--- src/rtl/fetch_unit.sv ---
// Instruction fetch unit: credit-limited request issue, in-order PC queue for
// outstanding requests, instruction buffer toward decode, redirect with stale drop.
module fetch_unit #(
    parameter logic [31:0] RESET_PC = 32'h0000_0000,
    parameter int          DEPTH    = 4
) (
    input  logic        clk,
    input  logic        rst,
    output logic        imem_req_valid,
    input  logic        imem_req_ready,
    output logic [31:0] imem_addr,
    input  logic        imem_rsp_valid,
    input  logic [31:0] imem_rsp_data,
    input  logic        redirect_valid,
    input  logic [31:0] redirect_pc,
    output logic        instr_valid,
    input  logic        instr_ready,
    output logic [31:0] instr,
    output logic [31:0] curr_pc_out,
    output logic [31:0] pc_plus_4_out
);
    localparam int            PW       = (DEPTH > 1) ? $clog2(DEPTH) : 1;
    localparam int            CW       = $clog2(DEPTH + 1);
    localparam int            CW1      = CW + 1;
    localparam logic [PW-1:0] LAST_PTR = PW'(DEPTH - 1);
    localparam logic [CW:0]   CREDITS  = CW1'(DEPTH);

    logic [31:0]   fetch_pc_q, fetch_pc_d;
    logic [31:0]   pcq_mem_q [DEPTH];
    logic [31:0]   pcq_mem_d [DEPTH];
    logic [PW-1:0] pcq_rd_q, pcq_rd_d, pcq_wr_q, pcq_wr_d;
    logic [CW-1:0] pcq_cnt_q, pcq_cnt_d;
    logic [31:0]   buf_pc_q [DEPTH];
    logic [31:0]   buf_pc_d [DEPTH];
    logic [31:0]   buf_data_q [DEPTH];
    logic [31:0]   buf_data_d [DEPTH];
    logic [PW-1:0] buf_rd_q, buf_rd_d, buf_wr_q, buf_wr_d;
    logic [CW-1:0] buf_cnt_q, buf_cnt_d;
    logic [CW-1:0] drop_cnt_q, drop_cnt_d;

    logic req_fire, rsp_fire, rsp_stale, buf_push, buf_pop, head_valid;

    function automatic logic [PW-1:0] ptr_inc(input logic [PW-1:0] p);
        return (p == LAST_PTR) ? '0 : p + PW'(1);
    endfunction

    // Credits cover both in-flight requests and buffered words, so the buffer cannot overflow.
    assign imem_req_valid = !rst && !redirect_valid &&
                            (({1'b0, pcq_cnt_q} + {1'b0, buf_cnt_q}) < CREDITS);
    assign imem_addr      = fetch_pc_q;
    assign req_fire       = imem_req_valid && imem_req_ready;
    assign rsp_fire       = imem_rsp_valid && (pcq_cnt_q != '0);
    assign rsp_stale      = redirect_valid || (drop_cnt_q != '0);
    assign buf_push       = rsp_fire && !rsp_stale;

    assign head_valid     = !rst && (buf_cnt_q != '0);
    assign instr_valid    = head_valid && !redirect_valid;
    assign buf_pop        = instr_valid && instr_ready;
    assign instr          = head_valid ? buf_data_q[buf_rd_q] : '0;
    assign curr_pc_out    = head_valid ? buf_pc_q[buf_rd_q] : '0;
    assign pc_plus_4_out  = head_valid ? buf_pc_q[buf_rd_q] + 32'd4 : '0;

    always_comb begin
        fetch_pc_d = fetch_pc_q;
        pcq_mem_d  = pcq_mem_q;
        pcq_rd_d   = pcq_rd_q;
        pcq_wr_d   = pcq_wr_q;
        pcq_cnt_d  = pcq_cnt_q + CW'(req_fire) - CW'(rsp_fire);
        buf_pc_d   = buf_pc_q;
        buf_data_d = buf_data_q;
        buf_rd_d   = buf_rd_q;
        buf_wr_d   = buf_wr_q;
        buf_cnt_d  = buf_cnt_q + CW'(buf_push) - CW'(buf_pop);
        drop_cnt_d = drop_cnt_q;

        if (req_fire) begin
            pcq_mem_d[pcq_wr_q] = fetch_pc_q;
            pcq_wr_d            = ptr_inc(pcq_wr_q);
            fetch_pc_d          = fetch_pc_q + 32'd4;
        end
        if (rsp_fire) begin
            pcq_rd_d = ptr_inc(pcq_rd_q);
        end
        if (buf_push) begin
            buf_pc_d[buf_wr_q]   = pcq_mem_q[pcq_rd_q];
            buf_data_d[buf_wr_q] = imem_rsp_data;
            buf_wr_d             = ptr_inc(buf_wr_q);
        end
        if (buf_pop) begin
            buf_rd_d = ptr_inc(buf_rd_q);
        end
        if (rsp_fire && (drop_cnt_q != '0)) begin
            drop_cnt_d = drop_cnt_q - CW'(1);
        end
        // A response arriving in the redirect cycle is already one of the stale ones.
        if (redirect_valid) begin
            fetch_pc_d = redirect_pc & 32'hFFFF_FFFC;
            buf_rd_d   = '0;
            buf_wr_d   = '0;
            buf_cnt_d  = '0;
            drop_cnt_d = pcq_cnt_q - CW'(rsp_fire);
        end
    end

    always_ff @(posedge clk) begin
        if (rst) begin
            fetch_pc_q <= RESET_PC & 32'hFFFF_FFFC;
            pcq_rd_q   <= '0;
            pcq_wr_q   <= '0;
            pcq_cnt_q  <= '0;
            buf_rd_q   <= '0;
            buf_wr_q   <= '0;
            buf_cnt_q  <= '0;
            drop_cnt_q <= '0;
        end else begin
            fetch_pc_q <= fetch_pc_d;
            pcq_rd_q   <= pcq_rd_d;
            pcq_wr_q   <= pcq_wr_d;
            pcq_cnt_q  <= pcq_cnt_d;
            buf_rd_q   <= buf_rd_d;
            buf_wr_q   <= buf_wr_d;
            buf_cnt_q  <= buf_cnt_d;
            drop_cnt_q <= drop_cnt_d;
        end
    end

    always_ff @(posedge clk) begin
        pcq_mem_q  <= pcq_mem_d;
        buf_pc_q   <= buf_pc_d;
        buf_data_q <= buf_data_d;
    end
endmodule

--- config.mk ---
export PLATFORM = sky130hd
export DESIGN_NAME = fetch_unit
export DESIGN_NICKNAME = d
export VERILOG_FILES = /design/src/rtl/fetch_unit.sv
export SDC_FILE = /design/constraint.sdc
export NUM_CORES = 1
export LEC_CHECK = 0
export CAP_MARGIN = 5
export CORE_MARGIN = 5
export CORE_UTILIZATION = 55
export DETAILED_ROUTE_END_ITERATION = 8
export GPL_TIMING_DRIVEN = 0
export PLACE_DENSITY = 0.83
export SLEW_MARGIN = 0
export SYNTH_ARGS = -nofsm -noshare
export SYNTH_HDL_FRONTEND = slang
export SYNTH_SLANG_ARGS = --single-unit
--- constraint.sdc ---
create_clock -name clk -period 3.8 [get_ports clk]
set_input_delay 0.76 -clock clk [delete_from_list [all_inputs] [get_ports clk]]
set_output_delay 0.76 -clock clk [all_outputs]
set_load 0.005 [all_outputs]
==> impl_metrics.yaml <==
run_status:
  outcome: "completed"
die:
  core_area_um2: 31300
  fp.dieH_um: 187
  num_rows: 65
  start_util_pct: 55.2
  io_pins: 200
  dieArea_um2: 35100
  die_w_um: 187
cells_and_area:
  drive_gt1_share_pct: 21.4
  regArea_um2: 12000
  diodes: 0
  finalNonFillerCells: 1768
  final_cell_mix: "368 x edfxtp_1, 162 x clkdlybuf4s50_1, 92 x mux4_2"
  layout_commonest_cell: "edfxtp_1"
  area_delta_synth_final_pct: 26.1
  multiInputGateArea_um2: 5060
  fin_area_um2: 21800
  final_core_util_pct: 69.6
  fin_nets: 1430
  fillerInstances: 1923
power_and_ir_drop:
  total_power_w: 0.0106
  p_sw_w: 0.00248
  p_sw_share_pct: 23.5
  power_per_cell_area_nw_per_um2: 486
  p_seq_share_pct: 50.7
  irDropWorstVdd_v: 0.000297
  combinationalPowerShare_pct: 12.4
  p_clk_share_pct: 36.9
  p_int_w: 0.00810
  p_leak_nw: 7.40
global_routing:
  grt_overflow: 0
  gr-usage-met2_pct: 40.5
  grt_max_degree: 55
  antenna_found_initial: 0
  grt_util_met1_pct: 32.0
  grt_pass1_wl_um: 65000
  grt_pass1_vias: 10900
  top_usage_layer: "met2"
  grt_usage_pct: 24.0
  grt_use_met3_pct: 4.50
synth:
  avgSynthCellArea_um2: 16.8
  syn_area_um2: 17300
  synth_edf_count: 368
  yosysWarnings: 0
  ys_types: 65
  synth-main-ff-cell: "edfxtp_1"
  ys_top_cells_by_area: "edfxtp_1 64%, mux4_2 11%, dfxtp_1 5.4%"
  synth_top_cell_by_area: "edfxtp_1"
  async_reset_ff_share_pct: 0
  synth.top_cell.area_share_pct: 63.9
  ys_seq_elements: 415
  netlist_instances: 1029
  seq_area_frac_synth_pct: 69.4
timing:
  fin_tns_setup_ps: 0
  tightest_slew_ps: 957
  relSlewSlack_pct: 35.7
  rsz0062_at_grt: "true"
  hold_viol: 0
  period_needed_ps: 3780
  timing.fmax_mhz: 265
  finalSetupViolations: 0
  fin_worst_skew_ps: 21.6
  report.final.slew_viol_count: 0
  finalCritPeriodShare_pct: 99.4
hold_path:
  whs_endpoint: "pcq_wr_q[1]"
  worstHoldPathCells: 2
  hold_class: "reg -> reg"
  min-delay-start: "pcq_wr_q[1]"
placed_design:
  routabilityCongestion: 0.869
  dpl_cell_area_um2: 19800
  dp.cells: 1629
  hpwl_um: 25800
  portBuffers: 189
critical_path:
  rrSetupSlack_ps: 440
  endpoint_kind: "primary output"
  required_ps: 3040
  r2r_start: "buf_cnt_q[1]"
  path_class: "reg -> out"
  arrival_ps: 3020
  cp_max_fo: 7
  timing.rr.end: "pcq_mem_q[113]"
  crit_path_start_kind: "register"
  ff2ff_path_depth: 6
  startpoint: "buf_rd_q[0]"
drt:
  vias_per_cell: 5.99
  vias: 10600
  drcViolationCount: 0
  drt-initial-drc-count: 1100
  drtPass1Iterations: 5
  finalWirelength_um: 42900
  ant_nets: 0
  wl_per_cell_um: 24.3
cts:
  insertion_delay_ps: 530
  cts_max_path_buffers: 3
  clock_sinks: 415
  cts_tree: "built"
  cts-root-buf: "clkbuf_16"
  cts_inserted_buffers: 41
  htree_num_levels: 2
  clkTransAtPathRegs_ps: 60
flow_run:
  maxCapViolations: 0
[Yosys cell counts, drive strengths merged, types with 2 or more instances]
master and count:
or2 3, nand2 50, or3 4, xor2 21, nor3 16, and4 3, a22oi 2, nor4 8
a41oi 2, nor2b 4, nand2b 3, nand4b 2, clkbuf 29, a221oi 4, dfxtp 47, nand3b 3
nor2 71, nand3 16, a31oi 10, xnor2 16, inv 26, o21ai 24, and2 72, a211oi 3
and3 11, or4 2, nand4 18, buf 26, fa 2, mux2 3, a32oi 2, edfxtp 368
a21oi 30, mux4 92, ha 22, mux2i 5
[registers in the layout, summed over array words and instances (netlist names)]
register	flops
buf_wr_q	2
buf_data_q	128
pcq_mem_q	120
buf_pc_q	120
imem_addr	30
pcq_wr_q	2
buf_rd_q	2
pcq_rd_q	2
drop_cnt_q	3
buf_cnt_q	3
pcq_cnt_q	3
[power groups by stage]
stage | Sequential [W] | Clock [W] | Combinational (W)
final | 0.00537 | 0.00390 | 0.00132
after global routing | 0.00538 | 0.00416 | 0.00144
after CTS | 0.00537 | 0.00393 | 0.00128
after detailed placement | 0.00546 | 0 | 0.00121
after global placement | 0.00545 | 0 | 0.00114
after floorplan | 0.00542 | 0 | 0.000758
[routing by layer]
| layer | wire length (um) | part of all wire (%) |
|---|---|---|
| met5 | 0 | 0 |
| met4 | 1380 | 3.2 |
| met3 | 3240 | 7.5 |
| met2 | 21400 | 50 |
| met1 | 16800 | 39 |
[worst max-delay path, cell delays in order, from the launching register on]
cell	delay, ps
dfxtp_4	410
buf_12	150
buf_12	130
mux4_2	450
ha_4	180
nand3_4	120
nor3_4	270
buf_4	150
nand4_1	100
xor2_1	270
nor2_1	100
buf_2	140
[cell families (layout without fill, tap and decap cells)]
kind of cell / count (synthesis) / in the layout / synth area share [%]
flops: 415 / 415 / 69.4
simple gates: 289 / 290 / 9.13
mux: 100 / 100 / 12.7
compound gates: 82 / 82 / 2.78
buf+inv: 81 / 412 / 2.32
xor+xnor: 37 / 37 / 1.87
fa+ha+maj: 24 / 24 / 1.82
other cells: 1 / 6 / 0.0217
[repair_timing]
action / 4_1_cts / 5_1_grt
buffers inserted: 42 / 25
cloned: 3 / 0
setup endpoints to repair: 58 / 47
hold buffers: 0 / 0
pin swaps: 17 / 19
resized for setup: 89 / 36
[through the flow]
step | hold WS [ps] | setup WS, ps
after floorplan | 469 | 412
after detailed placement | 509 | -359
final | 515 | 23.4
after global placement | 483 | -1340
after global routing | 544 | -79.1
after CTS | 518 | -70.0
[worst max-delay path by stage]
stage	to	slack, ps	cells after the start
floorplan	pcq_cnt_q[2]	410	15
global placement	buf_pc_q[111]	-1340	4
detailed placement	pcq_cnt_q[2]	-360	15
CTS	pc_plus_4_out[16]	-70	10
global route	pc_plus_4_out[26]	-80	11
finish	pc_plus_4_out[26]	20	11
[final cells by class]
class                           instances  area share, %
Sequential cell                       415           55.0
Multi-Input combinational cell        539           23.2
Tap cell                              402           2.31
Clock buffer                           52           4.99
Buffer                                 54           1.54
Inverter                               26          0.448
Clock inverter                         21          0.913
Timing Repair Buffer                  259           11.6
Note: power is estimated with default switching activity, not from simulation.
